`config.mk`:
```
export PLATFORM = sky130hd
export DESIGN_NAME = mouse_cursor_tracker_flat
export DESIGN_NICKNAME = d
export VERILOG_FILES = /design/src/rtl/mouse_cursor_tracker_pkg.sv /design/src/rtl/mouse_cursor_tracker_if.sv /design/src/rtl/mouse_cursor_tracker_framer.sv /design/src/rtl/mouse_cursor_tracker.sv /design/src/flat_wrapper.sv
export SDC_FILE = /design/constraint.sdc
export NUM_CORES = 1
export LEC_CHECK = 0
export ABC_CLOCK_PERIOD_IN_PS = 4280
export CAP_MARGIN = 20
export CELL_PAD_IN_SITES_DETAIL_PLACEMENT = 0
export CELL_PAD_IN_SITES_GLOBAL_PLACEMENT = 1
export CORE_ASPECT_RATIO = 1.5
export CORE_UTILIZATION = 47
export DETAILED_ROUTE_END_ITERATION = 10
export PLACE_DENSITY = 0.93
export SYNTH_ARGS = -nofsm -noshare
export SYNTH_HDL_FRONTEND = slang
export SYNTH_SLANG_ARGS = --single-unit
```
`constraint.sdc`:
```
create_clock -name clk -period 4.28 [get_ports clk]
set_input_delay 0.856 -clock clk [delete_from_list [all_inputs] [get_ports clk]]
set_output_delay 0.856 -clock clk [all_outputs]
set_load 0.02 [all_outputs]
```
`src/rtl/mouse_cursor_tracker_pkg.sv`:
```
// Shared constants, framer state encoding and PS/2 flag-bit indices for the mouse cursor tracker.
package mouse_cursor_tracker_pkg;

  localparam int unsigned ScreenW    = 640;
  localparam int unsigned ScreenH    = 480;
  localparam int unsigned CursorW    = 100;
  localparam int unsigned CursorH    = 80;
  localparam int unsigned InitX      = 320;
  localparam int unsigned InitY      = 240;
  localparam int unsigned TimeoutCyc = 2_500_000;

  localparam int unsigned FlagBtnL = 0;
  localparam int unsigned FlagBtnR = 1;
  localparam int unsigned FlagSync = 3;
  localparam int unsigned FlagXs   = 4;
  localparam int unsigned FlagYs   = 5;
  localparam int unsigned FlagXo   = 6;
  localparam int unsigned FlagYo   = 7;

  typedef enum logic [1:0] {
    StB0    = 2'd0,
    StB1    = 2'd1,
    StB2    = 2'd2,
    StApply = 2'd3
  } frame_state_e;

  // Saturate a signed 12-bit candidate position into 0..max_v.
  function automatic logic [9:0] clamp_pos(input logic signed [11:0] v, input logic [9:0] max_v);
    if (v < 0) return '0;
    if (v > $signed({2'b00, max_v})) return max_v;
    return v[9:0];
  endfunction

endpackage

```
`src/rtl/mouse_cursor_tracker_if.sv`:
```
// Byte input and cursor/button output bundle between the PS/2 receiver, the tracker and its users.
interface mouse_cursor_tracker_if;
  logic [7:0] byte_data;
  logic       byte_ready;
  logic [9:0] posx;
  logic [8:0] posy;
  logic       btn_left;
  logic       btn_right;
  logic       click_l;
  logic       pkt_valid;
  logic [7:0] sync_err;

  modport master (
    output byte_data, byte_ready,
    input  posx, posy, btn_left, btn_right, click_l, pkt_valid, sync_err
  );

  modport slave (
    input  byte_data, byte_ready,
    output posx, posy, btn_left, btn_right, click_l, pkt_valid, sync_err
  );
endinterface

```
`src/rtl/mouse_cursor_tracker_framer.sv`:
```
// Frames the PS/2 byte stream into 3-byte mouse packets with resync, inter-byte timeout
// and a saturating error count.
module mouse_cursor_tracker_framer
  import mouse_cursor_tracker_pkg::*;
#(
  parameter int unsigned Timeout = TimeoutCyc
) (
  input  logic       clk,
  input  logic       rst,
  input  logic [7:0] byte_data,
  input  logic       byte_ready,
  output logic [7:0] flags,
  output logic [7:0] x,
  output logic [7:0] y,
  output logic       frame_valid,
  output logic [7:0] sync_err
);

  localparam int unsigned TimerW = $clog2(Timeout + 1);

  frame_state_e      state_q, state_d;
  logic [TimerW-1:0] timer_q, timer_d;
  logic [7:0]        flags_q, flags_d, x_q, x_d, y_q, y_d;
  logic [7:0]        sync_err_q, sync_err_d;
  logic              byte_ready_q;
  logic              new_byte, bump_err, timed_out;

  assign new_byte  = byte_ready & ~byte_ready_q;
  assign timed_out = (timer_q == TimerW'(Timeout - 1));

  always_comb begin
    state_d  = state_q;
    flags_d  = flags_q;
    x_d      = x_q;
    y_d      = y_q;
    timer_d  = '0;
    bump_err = 1'b0;
    unique case (state_q)
      StB0: begin
        if (new_byte) begin
          if (byte_data[FlagSync]) begin
            flags_d = byte_data;
            state_d = StB1;
          end else begin
            bump_err = 1'b1;
          end
        end
      end
      StB1, StB2: begin
        // A byte arriving on the timeout cycle still counts.
        if (new_byte) begin
          if (state_q == StB1) begin
            x_d     = byte_data;
            state_d = StB2;
          end else begin
            y_d     = byte_data;
            state_d = StApply;
          end
        end else if (timed_out) begin
          state_d  = StB0;
          bump_err = 1'b1;
        end else begin
          timer_d = timer_q + 1'b1;
        end
      end
      StApply: state_d = StB0;
      default: state_d = StB0;
    endcase
    sync_err_d = (bump_err && sync_err_q != 8'hFF) ? sync_err_q + 8'd1 : sync_err_q;
  end

  always_ff @(posedge clk) begin
    if (rst) begin
      state_q      <= StB0;
      timer_q      <= '0;
      flags_q      <= '0;
      x_q          <= '0;
      y_q          <= '0;
      sync_err_q   <= '0;
      byte_ready_q <= 1'b0;
    end else begin
      state_q      <= state_d;
      timer_q      <= timer_d;
      flags_q      <= flags_d;
      x_q          <= x_d;
      y_q          <= y_d;
      sync_err_q   <= sync_err_d;
      byte_ready_q <= byte_ready;
    end
  end

  assign flags       = flags_q;
  assign x           = x_q;
  assign y           = y_q;
  assign frame_valid = (state_q == StApply);
  assign sync_err    = sync_err_q;

endmodule

```
`src/rtl/mouse_cursor_tracker.sv`:
```
// Applies framed PS/2 mouse packets to a clamped cursor position and tracks button state.
module mouse_cursor_tracker
  import mouse_cursor_tracker_pkg::*;
#(
  parameter int unsigned ScreenWP   = ScreenW,
  parameter int unsigned ScreenHP   = ScreenH,
  parameter int unsigned CursorWP   = CursorW,
  parameter int unsigned CursorHP   = CursorH,
  parameter int unsigned InitXP     = InitX,
  parameter int unsigned InitYP     = InitY,
  parameter int unsigned TimeoutCyc = mouse_cursor_tracker_pkg::TimeoutCyc
) (
  input  logic                  clk,
  input  logic                  rst,
  mouse_cursor_tracker_if.slave bus
);

  localparam logic [9:0] MaxX = 10'(ScreenWP - CursorWP);
  localparam logic [9:0] MaxY = 10'(ScreenHP - CursorHP);

  logic [7:0]         flags, x, y;
  logic               frame_valid;
  logic signed [8:0]  dx, dy;
  logic signed [11:0] nx, ny;
  logic [9:0]         posx_q;
  logic [8:0]         posy_q;
  logic               btn_left_q, btn_right_q, click_q, pkt_valid_q;
  logic               unused_flags;

  mouse_cursor_tracker_framer #(
    .Timeout(TimeoutCyc)
  ) u_framer (
    .clk        (clk),
    .rst        (rst),
    .byte_data  (bus.byte_data),
    .byte_ready (bus.byte_ready),
    .flags      (flags),
    .x          (x),
    .y          (y),
    .frame_valid(frame_valid),
    .sync_err   (bus.sync_err)
  );

  assign unused_flags = ^{flags[2], flags[FlagSync]};

  // PS/2 Y grows upward while screen Y grows downward, hence the subtraction.
  always_comb begin
    dx = flags[FlagXo] ? 9'sd0 : $signed({flags[FlagXs], x});
    dy = flags[FlagYo] ? 9'sd0 : $signed({flags[FlagYs], y});
    nx = $signed({2'b00, posx_q}) + 12'(dx);
    ny = $signed({3'b000, posy_q}) - 12'(dy);
  end

  always_ff @(posedge clk) begin
    if (rst) begin
      posx_q      <= 10'(InitXP);
      posy_q      <= 9'(InitYP);
      btn_left_q  <= 1'b0;
      btn_right_q <= 1'b0;
      click_q     <= 1'b0;
      pkt_valid_q <= 1'b0;
    end else begin
      pkt_valid_q <= frame_valid;
      click_q     <= frame_valid & flags[FlagBtnL] & ~btn_left_q;
      if (frame_valid) begin
        posx_q      <= clamp_pos(nx, MaxX);
        posy_q      <= 9'(clamp_pos(ny, MaxY));
        btn_left_q  <= flags[FlagBtnL];
        btn_right_q <= flags[FlagBtnR];
      end
    end
  end

  assign bus.posx      = posx_q;
  assign bus.posy      = posy_q;
  assign bus.btn_left  = btn_left_q;
  assign bus.btn_right = btn_right_q;
  assign bus.click_l   = click_q;
  assign bus.pkt_valid = pkt_valid_q;

endmodule
```
`src/flat_wrapper.sv`:
```
// flat-port wrapper written by rule: the top's interface ports become plain ports
module mouse_cursor_tracker_flat import mouse_cursor_tracker_pkg::*;
#(
  parameter int unsigned ScreenWP   = ScreenW,
  parameter int unsigned ScreenHP   = ScreenH,
  parameter int unsigned CursorWP   = CursorW,
  parameter int unsigned CursorHP   = CursorH,
  parameter int unsigned InitXP     = InitX,
  parameter int unsigned InitYP     = InitY,
  parameter int unsigned TimeoutCyc = mouse_cursor_tracker_pkg::TimeoutCyc
)
  (clk, rst, bus_byte_data, bus_byte_ready, bus_posx, bus_posy, bus_btn_left, bus_btn_right, bus_click_l, bus_pkt_valid, bus_sync_err);
  mouse_cursor_tracker_if bus_i ();
  input  logic clk;
  input  logic rst;
  input wire logic [$bits(bus_i.byte_data)-1:0] bus_byte_data;
  input wire logic [$bits(bus_i.byte_ready)-1:0] bus_byte_ready;
  output wire logic [$bits(bus_i.posx)-1:0] bus_posx;
  output wire logic [$bits(bus_i.posy)-1:0] bus_posy;
  output wire logic [$bits(bus_i.btn_left)-1:0] bus_btn_left;
  output wire logic [$bits(bus_i.btn_right)-1:0] bus_btn_right;
  output wire logic [$bits(bus_i.click_l)-1:0] bus_click_l;
  output wire logic [$bits(bus_i.pkt_valid)-1:0] bus_pkt_valid;
  output wire logic [$bits(bus_i.sync_err)-1:0] bus_sync_err;
  assign bus_i.byte_data = bus_byte_data;
  assign bus_i.byte_ready = bus_byte_ready;
  assign bus_posx = bus_i.posx;
  assign bus_posy = bus_i.posy;
  assign bus_btn_left = bus_i.btn_left;
  assign bus_btn_right = bus_i.btn_right;
  assign bus_click_l = bus_i.click_l;
  assign bus_pkt_valid = bus_i.pkt_valid;
  assign bus_sync_err = bus_i.sync_err;
  mouse_cursor_tracker #(.ScreenWP(ScreenWP), .ScreenHP(ScreenHP), .CursorWP(CursorWP), .CursorHP(CursorHP), .InitXP(InitXP), .InitYP(InitYP), .TimeoutCyc(TimeoutCyc)) u_core (.clk(clk), .rst(rst), .bus(bus_i));
endmodule
```
==> impl_metrics.sql <==
INSERT INTO impl_metrics (metric_group, metric, value, unit) VALUES
('run_status', 'outcome', 'finished clean', ''),
('global_routing', 'grt_start_max_net_pins', '43', ''),
('finish', 'final_cell_count_no_fill', '647', ''),
('global_routing', 'globalRouteTotalUtil', '0.222', ''),
('placed_design', 'place.port_buffers', '41', ''),
('clock_network', 'cts-resized-gates', '0', ''),
('placed_design', 'hpwlAfterDp', '7320', 'um'),
('synth', 'yosys.cell_types.count', '57', ''),
('global_routing', 'fraction_of_met3_tracks_used_by_global_routing', '0.0525', ''),
('floorplanning', 'fp.coreArea', '8830', 'um2'),
('placed_design', 'routabilityCongestion', '0.913', ''),
('clock_network', 'numCtsBuffers', '9', ''),
('min_path', 'hold_class', 'reg -> reg', ''),
('critical_path', 'reg2reg_slack', '1130', 'ps'),
('clock_network', 'cts.reportedPaths.clkPinSlew', '70', 'ps'),
('sta', 'final_period_minus_worst_setup_slack', '3150', 'ps'),
('clock_network', 'clk-insertion-delay-late', '340', 'ps'),
('clock_network', 'cts_htree_levels', '3', ''),
('synth', 'syn_nets', '533', ''),
('finish', 'register_area', '1560', 'um2'),
('synth', 'synth_seq_area_share', '0.367', ''),
('sta', 'grt_setup_unrepaired', 'no', ''),
('floorplanning', 'io_count', '42', ''),
('global_routing', 'via_count_of_the_first_global_routing_pass', '3512', ''),
('min_path', 'worstHoldEndpoint', 'u_core.u_framer.x[6]', ''),
('min_path', 'hold_path_startpoint', 'u_core.u_framer.x[6]', ''),
('synth', 'asyncSetResetFlopFracSynth', '0', ''),
('synth', 'synthCells', '493', ''),
('synth', 'synth_enable_flop_cells', '0', ''),
('route', 'drtIter0Drc', '197', ''),
('critical_path', 'worstReg2RegStart', 'u_core.u_framer.flags[6]', ''),
('sta', 'max_slew_margin', '0.424', ''),
('clock_network', 'clock-sinks', '78', ''),
('synth', 'synth_area', '4250', 'um2'),
('finish', 'antenna-diode-count', '0', ''),
('route', 'finalWirelength', '9850', 'um'),
('critical_path', 'r2r.worst_path.cells', '11', ''),
('global_routing', 'globalRoute.totalOverflow', '0', ''),
('route', 'drc_errors', '0', ''),
('sta', 'report.final.hold_viol_count', '0', ''),
('clock_network', 'clock_path_buffers', '2', ''),
('synth', 'post_synth_main_area_contributors', 'sky130_fd_sc_hd__dfxtp_1, sky130_fd_sc_hd__ha_1, sky130_fd_sc_hd__nand2_1, sky130_fd_sc_hd__nor2_1, sky130_fd_sc_hd__xnor2_1', ''),
('critical_path', 'crit_path_end_kind', 'register', ''),
('clock_network', 'total_setup_buffers_inserted_after_cts', '0', ''),
('floorplanning', 'initial_utilization', '0.482', ''),
('floorplanning', 'die-area', '9440', 'um2'),
('critical_path', 'required', '4510', 'ps'),
('placed_design', 'dp.cells', '631', ''),
('global_routing', 'antenna_found_initial', '0', ''),
('global_routing', 'gr_layer_usage_met1', '0.252', ''),
('synth', 'yosys_warnings', '0', ''),
('route', 'via_per_inst', '5.65', ''),
('pwr', 'leakagePower', '1.85', 'nW'),
('critical_path', 'critical_path_class', 'reg -> reg', ''),
('sta', 'fmaxAchievable', '318', 'MHz'),
('route', 'first_pass_iters', '4', ''),
('finish', 'fillerInstances', '811', ''),
('clock_network', 'clock_tree_from_tritoncts', 'done', ''),
('finish', 'areaGrowthSynthToFinish', '18.5', '%'),
('critical_path', 'crit_path_max_fanout', '10', ''),
('synth', 'synthDominantCellAreaShare', '0.367', ''),
('placed_design', 'placed_inst_area', '4760', 'um2'),
('floorplanning', 'core.rowCount', '42', ''),
('sta', 'finalSetupTns', '0', 'ps'),
('finish', 'finalNetCount', '572', ''),
('clock_network', 'clockRootBuffer', 'sky130_fd_sc_hd__clkbuf_16', ''),
('sta', 'worst-slew-pin-transition', '860', 'ps'),
('sta', 'finalCritPeriodShare', '0.735', ''),
('critical_path', 'arrival', '3370', 'ps'),
('synth', 'yosysTopAreaCell', 'sky130_fd_sc_hd__dfxtp_1', ''),
('synth', 'syn_area_per_cell', '8.63', 'um2');
==> how the worst max path moves through the flow <==
stage / from / end / slack [ps]
final: u_core.u_framer.flags[6] / u_core.bus.posx[8] / 1130
after global routing: u_core.u_framer.flags[6] / u_core.bus.posx[1] / 880
after CTS: u_core.u_framer.flags[6] / u_core.bus.posx[6] / 1200
after detailed placement: u_core.u_framer.flags[6] / u_core.bus.posx[8] / 1270
after global placement: u_core.u_framer.flags[7] / u_core.bus.posy[3] / 1270
after floorplan: u_core.u_framer.flags[7] / u_core.bus.posy[1] / 1560
==> per-layer routing <==
metal / vias to the layer above / wire length, um
li1: 1814 / -
met1: 1745 / 4120
met3: 21 / 365
met5: - / 0
met4: 0 / 314
met2: 76 / 5050
==> Yosys cell counts, types with 3 or more instances <==
library cell	count
sky130_fd_sc_hd__nand3_1	9
sky130_fd_sc_hd__inv_1	20
sky130_fd_sc_hd__and3_1	11
sky130_fd_sc_hd__mux2i_1	9
sky130_fd_sc_hd__o21ai_0	17
sky130_fd_sc_hd__nor2b_1	16
sky130_fd_sc_hd__xor2_1	19
sky130_fd_sc_hd__nor2_1	53
sky130_fd_sc_hd__dfxtp_1	78
sky130_fd_sc_hd__a21o_1	4
sky130_fd_sc_hd__ha_1	27
sky130_fd_sc_hd__or3_1	5
sky130_fd_sc_hd__and3b_1	3
sky130_fd_sc_hd__o21a_1	5
sky130_fd_sc_hd__nor4b_1	5
sky130_fd_sc_hd__a21oi_1	31
sky130_fd_sc_hd__nand4_1	8
sky130_fd_sc_hd__a221o_1	4
sky130_fd_sc_hd__nand2b_1	14
sky130_fd_sc_hd__o211ai_1	3
sky130_fd_sc_hd__a22o_1	3
sky130_fd_sc_hd__a31oi_1	3
sky130_fd_sc_hd__xnor2_1	21
sky130_fd_sc_hd__o21bai_1	3
sky130_fd_sc_hd__a211oi_1	3
sky130_fd_sc_hd__nand2_1	65
sky130_fd_sc_hd__clkbuf_1	13
sky130_fd_sc_hd__a22oi_1	3
==> placed cells by master, fill, tap and decap left out, types with 3 or more instances in the layout <==
cell	count
sky130_fd_sc_hd__dfxtp_1	78
sky130_fd_sc_hd__nand2_1	65
sky130_fd_sc_hd__nor2_1	53
sky130_fd_sc_hd__clkdlybuf4s50_1	41
sky130_fd_sc_hd__a21oi_1	31
sky130_fd_sc_hd__ha_1	27
sky130_fd_sc_hd__xnor2_1	21
sky130_fd_sc_hd__inv_1	20
sky130_fd_sc_hd__xor2_1	19
sky130_fd_sc_hd__o21ai_0	17
sky130_fd_sc_hd__nor2b_1	16
sky130_fd_sc_hd__nand2b_1	14
sky130_fd_sc_hd__and3_1	11
sky130_fd_sc_hd__nand3_1	9
sky130_fd_sc_hd__mux2i_1	9
sky130_fd_sc_hd__clkbuf_16	9
sky130_fd_sc_hd__nand4_1	8
sky130_fd_sc_hd__nor4b_1	5
sky130_fd_sc_hd__o21a_1	5
sky130_fd_sc_hd__or3_1	5
sky130_fd_sc_hd__a21o_1	4
sky130_fd_sc_hd__a221o_1	4
sky130_fd_sc_hd__and3b_1	3
sky130_fd_sc_hd__a31oi_1	3
sky130_fd_sc_hd__o211ai_1	3
sky130_fd_sc_hd__a22o_1	3
sky130_fd_sc_hd__o21bai_1	3
sky130_fd_sc_hd__a211oi_1	3
sky130_fd_sc_hd__a22oi_1	3
sky130_fd_sc_hd__clkinvlp_4	3
==> critical path, stage by stage, from the launching register on <==
cell and delay [ps]:
sky130_fd_sc_hd__dfxtp_1 390, sky130_fd_sc_hd__nor2b_1 180, sky130_fd_sc_hd__ha_1 220, sky130_fd_sc_hd__inv_1 60
sky130_fd_sc_hd__fa_1 410, sky130_fd_sc_hd__nor2b_1 210, sky130_fd_sc_hd__o2111ai_1 240, sky130_fd_sc_hd__a311oi_2 430
sky130_fd_sc_hd__o21ai_0 200, sky130_fd_sc_hd__a21oi_4 260, sky130_fd_sc_hd__nor4b_2 100, sky130_fd_sc_hd__a221o_1 320
==> final cells by class <==
type / instances / area share
Multi-Input combinational cell: 380 / 0.508
Sequential cell: 78 / 0.310
Timing Repair Buffer: 42 / 0.0829
Clock buffer: 9 / 0.0447
Tap cell: 110 / 0.0273
Inverter: 21 / 0.0156
Clock inverter: 7 / 0.0114
==> through the flow <==
step / power, mW / setup slack [ps] / hold WS, ps
2_1_floorplan: 0.890 / 1560 / 418
3_3_place_gp: 0.931 / 1270 / 430
3_5_place_dp: 0.935 / 1270 / 446
4_1_cts: 1.65 / 1200 / 455
5_1_grt: 1.71 / 882 / 472
6_report: 1.64 / 1130 / 452
==> power by group <==
part           switching (mW)  total [mW]  internal [mW]
registers              0.0114       0.751          0.739
logic                   0.103       0.172         0.0692
clock network           0.317       0.715          0.398
total                   0.430        1.64           1.21
==> state kept, by name (all words and copies together) (netlist names) <==
signal / flops
u_core.bus.pkt_valid: 1
u_core.bus.btn_right: 1
u_core.u_framer.byte_ready_q: 1
u_core.bus.click_l: 1
u_core.u_framer.x: 8
u_core.bus.posx: 10
u_core.u_framer.flags: 6
u_core.u_framer.state_q: 2
u_core.bus.posy: 9
u_core.u_framer.sync_err: 8
u_core.u_framer.timer_q: 22
u_core.bus.btn_left: 1
u_core.u_framer.y: 8
==> logic make-up (layout without fill, tap and decap cells) <==
family / Yosys count / in the layout / synth area share
flops: 78 / 78 / 0.367
simple gates: 199 / 199 / 0.232
xor+xnor: 40 / 40 / 0.0824
mux: 9 / 9 / 0.0212
compound gates: 103 / 103 / 0.178
buf+inv: 35 / 79 / 0.0309
fa+ha+maj: 29 / 29 / 0.0888
(Power assumes the default switching activity.)
